**src/rtl/prog_loader_if.sv**
```systemverilog
// Stream-in / memory-write-out bundle for the boot loader.
// Latency: n/a (wires only).
// Backpressure: rx_ready is owned by the loader; the memory side never stalls.
//
// Signals:
//   rx_data/rx_valid/rx_ready  byte stream, consumed on rx_valid && rx_ready
//   mem_we                     single-cycle write strobe
//   mem_sel                    0 = instruction memory, 1 = data memory
//   mem_addr/mem_wdata         word address and write word
// Modports:
//   master  the loader's view (consumes the stream, drives the write port)
//   slave   the environment's view (byte source plus memory write sink)
interface prog_loader_if #(
    parameter int ADDR_W = 10
);
    logic [7:0]        rx_data;
    logic              rx_valid;
    logic              rx_ready;
    logic              mem_we;
    logic              mem_sel;
    logic [ADDR_W-1:0] mem_addr;
    logic [31:0]       mem_wdata;

    modport master (
        input  rx_data,
        input  rx_valid,
        output rx_ready,
        output mem_we,
        output mem_sel,
        output mem_addr,
        output mem_wdata
    );

    modport slave (
        output rx_data,
        output rx_valid,
        input  rx_ready,
        input  mem_we,
        input  mem_sel,
        input  mem_addr,
        input  mem_wdata
    );
endinterface

```
**src/rtl/prog_loader.sv**
```systemverilog
// Boot loader: parses framed byte stream, writes 32-bit words to IMEM/DMEM, then releases the core.
// Latency: mem_we one cycle after the 4th byte of a word; done/err one cycle after the deciding byte.
// Backpressure: accepts one byte per cycle while parsing; rx_ready drops for good in RUN or ERR.
//
// Ports:
//   clk      system clock, rising edge
//   rst      asynchronous active-low reset
//   bus      prog_loader_if.master: rx stream in, memory write port out
//   cpu_rst  active-high reset to the processor core, released by RUN
//   done     RUN accepted, core released
//   err      sticky protocol/checksum error
//
// Frame: 0xA0/0xA1, ADDR_LO, ADDR_HI, CNT_LO, CNT_HI, CNT*4 data bytes (LE words), CSUM.
//        0xFF alone is RUN. CSUM is the XOR of every byte from the command through the last data byte.
// Requires ADDR_W <= 16; only the low ADDR_W bits of the 16-bit frame address are kept.
module prog_loader #(
    parameter int ADDR_W = 10
) (
    input  logic            clk,
    input  logic            rst,
    prog_loader_if.master   bus,
    output logic            cpu_rst,
    output logic            done,
    output logic            err
);

    localparam logic [7:0] CMD_IMEM = 8'hA0;
    localparam logic [7:0] CMD_DMEM = 8'hA1;
    localparam logic [7:0] CMD_RUN  = 8'hFF;

    typedef enum logic [3:0] {
        S_CMD,
        S_ADDR0,
        S_ADDR1,
        S_CNT0,
        S_CNT1,
        S_DATA,
        S_CSUM,
        S_RUN,
        S_ERR
    } state_t;

    state_t            state;
    state_t            state_nx;

    logic              rx_ready_q;
    logic              rdy_nx;
    logic              acc;
    logic [7:0]        rxd;
    logic              is_load;
    logic [15:0]       cnt_in;

    logic [7:0]        addr_lo;
    logic [7:0]        cnt_lo;
    logic [7:0]        csum;
    logic [ADDR_W-1:0] addr_r;
    logic [15:0]       cnt_r;
    logic [1:0]        byte_idx;
    logic [23:0]       word_buf;

    logic              mem_we_q;
    logic              mem_sel_q;
    logic [ADDR_W-1:0] mem_addr_q;
    logic [31:0]       mem_wdata_q;

    // FSM strobes
    logic              csum_upd;
    logic              csum_clr;
    logic              wr_word;

    assign rxd     = bus.rx_data;
    assign acc     = bus.rx_valid && rx_ready_q;
    assign is_load = (rxd == CMD_IMEM) || (rxd == CMD_DMEM);
    assign cnt_in  = {rxd, cnt_lo};

    // ------------------------------------------------------------------
    // State register
    // ------------------------------------------------------------------
    always_ff @(posedge clk or negedge rst) begin
        if (!rst) begin
            state <= S_CMD;
        end else begin
            state <= state_nx;
        end
    end

    // ------------------------------------------------------------------
    // Next-state and strobes. Nothing moves unless a byte is accepted.
    // ------------------------------------------------------------------
    always_comb begin
        state_nx = state;
        csum_upd = 1'b0;
        csum_clr = 1'b0;
        wr_word  = 1'b0;

        if (acc) begin
            case (state)
                S_CMD: begin
                    if (is_load) begin
                        state_nx = S_ADDR0;
                        csum_upd = 1'b1;
                    end else if (rxd == CMD_RUN) begin
                        state_nx = S_RUN;
                    end else begin
                        state_nx = S_ERR;
                    end
                end
                S_ADDR0: begin
                    state_nx = S_ADDR1;
                    csum_upd = 1'b1;
                end
                S_ADDR1: begin
                    state_nx = S_CNT0;
                    csum_upd = 1'b1;
                end
                S_CNT0: begin
                    state_nx = S_CNT1;
                    csum_upd = 1'b1;
                end
                S_CNT1: begin
                    csum_upd = 1'b1;
                    // An empty frame skips straight to its checksum byte.
                    state_nx = (cnt_in == 16'd0) ? S_CSUM : S_DATA;
                end
                S_DATA: begin
                    csum_upd = 1'b1;
                    if (byte_idx == 2'd3) begin
                        wr_word = 1'b1;
                        if (cnt_r == 16'd1) begin
                            state_nx = S_CSUM;
                        end
                    end
                end
                S_CSUM: begin
                    if (rxd == csum) begin
                        state_nx = S_CMD;
                        csum_clr = 1'b1;
                    end else begin
                        state_nx = S_ERR;
                    end
                end
                default: begin
                    // RUN and ERR are terminal; rx_ready is low there anyway.
                    state_nx = state;
                end
            endcase
        end

        // rx_ready is registered from the next state so it drops in the
        // same cycle that done/err rise.
        rdy_nx = (state_nx != S_RUN) && (state_nx != S_ERR);
    end

    // ------------------------------------------------------------------
    // Datapath
    // ------------------------------------------------------------------
    always_ff @(posedge clk or negedge rst) begin
        if (!rst) begin
            rx_ready_q  <= 1'b0;
            mem_we_q    <= 1'b0;
            mem_sel_q   <= 1'b0;
            mem_addr_q  <= '0;
            mem_wdata_q <= 32'd0;
            addr_lo     <= 8'd0;
            cnt_lo      <= 8'd0;
            addr_r      <= '0;
            cnt_r       <= 16'd0;
            byte_idx    <= 2'd0;
            word_buf    <= 24'd0;
            csum        <= 8'd0;
        end else begin
            rx_ready_q <= rdy_nx;
            mem_we_q   <= wr_word;

            if (csum_clr) begin
                csum <= 8'd0;
            end else if (csum_upd) begin
                csum <= csum ^ rxd;
            end

            if (acc) begin
                case (state)
                    S_CMD: begin
                        if (is_load) begin
                            mem_sel_q <= rxd[0];
                        end
                    end
                    S_ADDR0: addr_lo <= rxd;
                    S_ADDR1: addr_r  <= ADDR_W'({rxd, addr_lo});
                    S_CNT0:  cnt_lo  <= rxd;
                    S_CNT1: begin
                        cnt_r    <= cnt_in;
                        byte_idx <= 2'd0;
                    end
                    S_DATA: begin
                        byte_idx <= byte_idx + 2'd1;
                        case (byte_idx)
                            2'd0: word_buf[7:0]   <= rxd;
                            2'd1: word_buf[15:8]  <= rxd;
                            2'd2: word_buf[23:16] <= rxd;
                            default: begin
                                // Word complete: present it for the one-cycle strobe.
                                // addr/wdata then hold until the next word.
                                mem_wdata_q <= {rxd, word_buf};
                                mem_addr_q  <= addr_r;
                                addr_r      <= addr_r + ADDR_W'(1);
                                cnt_r       <= cnt_r - 16'd1;
                            end
                        endcase
                    end
                    default: begin
                    end
                endcase
            end
        end
    end

    assign bus.rx_ready  = rx_ready_q;
    assign bus.mem_we    = mem_we_q;
    assign bus.mem_sel   = mem_sel_q;
    assign bus.mem_addr  = mem_addr_q;
    assign bus.mem_wdata = mem_wdata_q;

    assign cpu_rst = (state != S_RUN);
    assign done    = (state == S_RUN);
    assign err     = (state == S_ERR);

endmodule

```
**src/flat_wrapper.sv**
```systemverilog
// flat-port wrapper written by rule: the top's interface ports become plain ports
module prog_loader_flat 
#(
    parameter int ADDR_W = 10
)
  (clk, rst, cpu_rst, done, err, bus_rx_data, bus_rx_valid, bus_rx_ready, bus_mem_we, bus_mem_sel, bus_mem_addr, bus_mem_wdata);
  prog_loader_if #(.ADDR_W(ADDR_W)) bus_i ();
  input  logic clk;
  input  logic rst;
  output logic cpu_rst;
  output logic done;
  output logic err;
  input wire logic [$bits(bus_i.rx_data)-1:0] bus_rx_data;
  input wire logic [$bits(bus_i.rx_valid)-1:0] bus_rx_valid;
  output wire logic [$bits(bus_i.rx_ready)-1:0] bus_rx_ready;
  output wire logic [$bits(bus_i.mem_we)-1:0] bus_mem_we;
  output wire logic [$bits(bus_i.mem_sel)-1:0] bus_mem_sel;
  output wire logic [$bits(bus_i.mem_addr)-1:0] bus_mem_addr;
  output wire logic [$bits(bus_i.mem_wdata)-1:0] bus_mem_wdata;
  assign bus_i.rx_data = bus_rx_data;
  assign bus_i.rx_valid = bus_rx_valid;
  assign bus_rx_ready = bus_i.rx_ready;
  assign bus_mem_we = bus_i.mem_we;
  assign bus_mem_sel = bus_i.mem_sel;
  assign bus_mem_addr = bus_i.mem_addr;
  assign bus_mem_wdata = bus_i.mem_wdata;
  prog_loader #(.ADDR_W(ADDR_W)) u_core (.clk(clk), .rst(rst), .bus(bus_i), .cpu_rst(cpu_rst), .done(done), .err(err));
endmodule
```
**config.mk**
```make
export PLATFORM = sky130hd
export DESIGN_NAME = prog_loader_flat
export DESIGN_NICKNAME = d
export VERILOG_FILES = /design/src/rtl/prog_loader_if.sv /design/src/rtl/prog_loader.sv /design/src/flat_wrapper.sv
export SDC_FILE = /design/constraint.sdc
export NUM_CORES = 1
export LEC_CHECK = 0
export CAP_MARGIN = 5
export CORE_MARGIN = 1.5
export CORE_UTILIZATION = 45
export DETAILED_ROUTE_END_ITERATION = 10
export DONT_BUFFER_PORTS = 1
export PLACE_DENSITY = 0.62
export SLEW_MARGIN = 10
export SYNTH_ARGS = -nofsm -noshare
export SYNTH_HDL_FRONTEND = slang
export SYNTH_SLANG_ARGS = --single-unit
```
**constraint.sdc**
```tcl
create_clock -name clk -period 2.1 [get_ports clk]
set_input_delay 0.42 -clock clk [delete_from_list [all_inputs] [get_ports clk]]
set_output_delay 0.42 -clock clk [all_outputs]
set_load 0.02 [all_outputs]
```
==> impl_results.md, run 1 <==
- Crit-path max FO: 3
- EDFF count, synth: 0
- Cell variety after synth: 49
- Unrepaired setup endpoints after global routing: true
- Hold Violations, Final: 125
- Die Y: 116 um
- WL/cell: 18.1 um
- Via count: 4141
- Tightest Pin Transition: 0.553 ns
- Vias per cell: 5.69
- Num rows: 41
- Final #Nets: 561
- Longest Clk Path Bufs: 2
- Post-synth top flop: dfrtp_1
- MaxCap Viol Count: 0
- Status: complete, but fails checks
- Final worst-path cycle share: 112%
- Drt drc: 0
- 1st-pass router iterations: 5
- Final Util: 54.4%
- Clock-pin slew on the worst setup and hold paths: 0.06 ns
- # IOs: 59
- Syn avg cell area: 11.3 um^2
- Core ar.: 12600 um^2
- CP endpoint kind: register
- Diode count: 0
- H-tree levels: 4
- Setup Skew: 0.00875 ns
- FF-to-FF setup slack: -0.24 ns
- Post-synthesis compound-gate area fraction: 11.9%
- Synth Warn #: 0
- Global Route Usage Sum: 21.4%
- Fin Hold WS: -0.303 ns
- DP HPWL: 8230 um
- FMAX: 427 MHz
- Vias in the first global route: 4181
- Max-slew violation count: 0
- Later-pin clock latency in the skew report: 0.42 ns
- FFs w/ async S/R, synth: 100%
- Share of layout cells above drive strength 1: 30.2%
- Clock Tree Root: clkbuf_16
- Mapped Area: 5790 um^2
- Mux cell area share after synthesis: 16.3%
- Final worst setup slack: -0.242 ns
- Area growth syn-to-layout: 18.1%
- Syn Inst Count: 514
- Startpoint Class: register
- Global-route wire length before repair: 21600 um
- DRT Wirelength: 13200 um
- Num CTS Buffers: 17
- Xor/xnor cell area share of the yosys netlist: 1.51%
- Synth Area in Simple Gates: 12.1%
- Quantity of I/O buffers inserted on ports: 0
- Peak VDD IR: 600 uV
- Die area: 13500 um^2
- RePlAce Congestion: 0.826
- Starting Density: 46.0%
- Tmin final: 2.34 ns
- Pin count of the biggest net entering global routing: 126
- Critical Path AT: 2.64 ns
- GR Overflow Total: 0
- CTS tree: done
- Failing checks: negative hold slack, negative setup slack
- Initial antenna violation count: 0
- Post-Synth Adder-Cell Area: 1.51%
- FF+latch count, synth: 125
- Setup-failing EPs final: 2
- Die X: 116 um
- Slew HR: 63.1%
- Syn_nets: 532
- Pwr dens: 1220 nW/um^2
- Placed insts: 695
- Hold Crit Class: input pin to asynchronous set/reset pin
- Critical path type: register to register
- Crit path required time: 2.40 ns
- Initial drt markers: 246
- Detail Route Antenna Nets: 0
- Largest family of logic cells by synthesized area: multiplexers
- Sequential area share after synthesis: 54.1%
- Finished Layout Cells: 728
- Static leakage: 3.15 nW
- Clock Sink Count: 125
[timing repair]
action,in CTS,in global routing
gates resized for setup,4,8
hold endpoints to repair,125,125
buffers inserted,1,0
pin swaps,5,3
endpoints found under the setup margin,5,66
[area by class of cell]
cell class	count	area [um^2]
fill	1075	5740
sequential	125	3130
multi-input combinational	350	2580
clock buffer	20	447
timing repair buffer	38	285
tap	172	215
clock inverter	12	138
inverter	11	41.3
[metal layers]
layer  GRT usage (%)  up-vias  routed length [um]
li1                -     1925                   -
met1            27.7     2059                5840
met2            34.2      136                6310
met3            6.33       21                 826
met4            7.89        0                 201
met5               0        -                   0
[Yosys cell counts (all sizes together), types with 2 or more instances]
library cell / count / share of area [%]
a211oi: 3 / 0.39
a21oi: 31 / 2.7
a22oi: 4 / 0.52
a31oi: 3 / 0.32
a32oi: 3 / 0.45
buf: 3 / 0.26
clkbuf: 25 / 1.6
dfrtp: 125 / 54
ha: 7 / 1.5
inv: 11 / 0.71
mux2: 81 / 16
mux2i: 3 / 0.52
nand2: 29 / 1.9
nand2b: 9 / 0.97
nand3: 12 / 1.0
nand4: 5 / 0.54
nor2: 36 / 2.4
nor2b: 2 / 0.22
nor3: 19 / 1.6
nor3b: 2 / 0.26
nor4: 9 / 0.97
nor4b: 2 / 0.30
o21a: 2 / 0.26
o21ai: 36 / 3.1
o22a: 3 / 0.45
o22ai: 5 / 0.54
o2bb2ai: 11 / 1.7
or3: 3 / 0.32
or4: 5 / 0.84
xnor2: 2 / 0.30
xor2: 8 / 1.2
[state kept, by name, indices dropped and copies added, names as in the netlist]
name / cells
u_core.bus.mem_wdata: 32
u_core.word_buf: 24
u_core.cnt_r: 16
u_core.addr_r: 10
u_core.bus.mem_addr: 10
u_core.addr_lo: 8
u_core.cnt_lo: 8
u_core.csum: 8
u_core.state: 4
u_core.byte_idx: 2
u_core.bus.mem_sel: 1
u_core.bus.mem_we: 1
u_core.bus.rx_ready: 1
[where the power goes]
part	internal, mW	leakage (nW)	switching, mW	total [mW]
Combinational	0.967	1.22	0.886	1.85
Sequential	2.99	1.66	0.624	3.61
Clock	1.78	0.269	1.08	2.86
[worst max-delay path, stage by stage (launching register included)]
cell	delay [ns]
dfrtp_1	0.37
or4_4	0.54
or4_4	0.50
or4_4	0.48
nor3_2	0.13
o21ai_1	0.07
o2bb2ai_1	0.14
[placed cells by master (no fill, tap or decap), drive strengths merged, types with 3 or more instances in the layout]
master / count
nand2b: 9
nor3: 19
or4: 5
buf: 38
a32oi: 3
nand3: 12
o22a: 3
xor2: 8
nor2: 36
nand2: 29
nand4: 5
o2bb2ai: 11
or3: 3
a21oi: 31
clkinvlp: 5
mux2: 81
a211oi: 3
clkbuf: 20
nor4: 9
clkinv: 3
dfrtp: 125
inv: 13
a31oi: 3
mux2i: 3
o22ai: 5
o21ai: 36
ha: 7
a22oi: 4
[final timing paths]
path | startpoint | end | cells past startpoint
worst min-delay path | rst | u_core.bus.mem_addr[1] | 0
worst max register to register | u_core.cnt_r[6] | u_core.cnt_r[15] | 6
min in group clk | bus_rx_data[1] | u_core.csum[1] | 2
max in group asynchronous | rst | u_core.csum[5] | 0
worst min register to register | u_core.word_buf[1] | u_core.bus.mem_wdata[1] | 1
worst max-delay path | u_core.cnt_r[6] | u_core.cnt_r[15] | 6
[per-stage QoR]
stage | setup WS (ns) | total power, mW | area [um^2] | TNS (ns)
after detailed placement | -0.244 | 5.44 | 6200 | -0.584
after global routing | -0.298 | 8.82 | 6830 | -1.04
final | -0.242 | 8.33 | 6830 | -0.475
after CTS | -0.228 | 8.34 | 6800 | -0.444
after floorplan | -0.175 | 4.81 | 5800 | -0.352
after global placement | -0.197 | 5.36 | 6200 | -0.378
[cells by family (layout without fill, tap and decap cells)]
family,after synthesis,in the layout
AOI/OAI and AO/OA,111,111
muxes,84,84
DFF,125,125
adders and majority gates,7,7
buffers and inverters,39,81
and+or+nand+nor,138,138
xor gates and xnor gates,10,10
No activity file was read; power rests on OpenSTA's default activity.
==> run 2: changes to the inputs <==
--- a/config.mk
+++ b/config.mk
@@ -5,7 +5,6 @@
 export SDC_FILE = /design/constraint.sdc
 export NUM_CORES = 1
 export LEC_CHECK = 0
-export CAP_MARGIN = 5
 export CORE_MARGIN = 1.5
 export CORE_UTILIZATION = 45
 export DETAILED_ROUTE_END_ITERATION = 10
==> results of run 2 <==
Same layout as run 1: the final DEF is identical, and so are final timing and power.
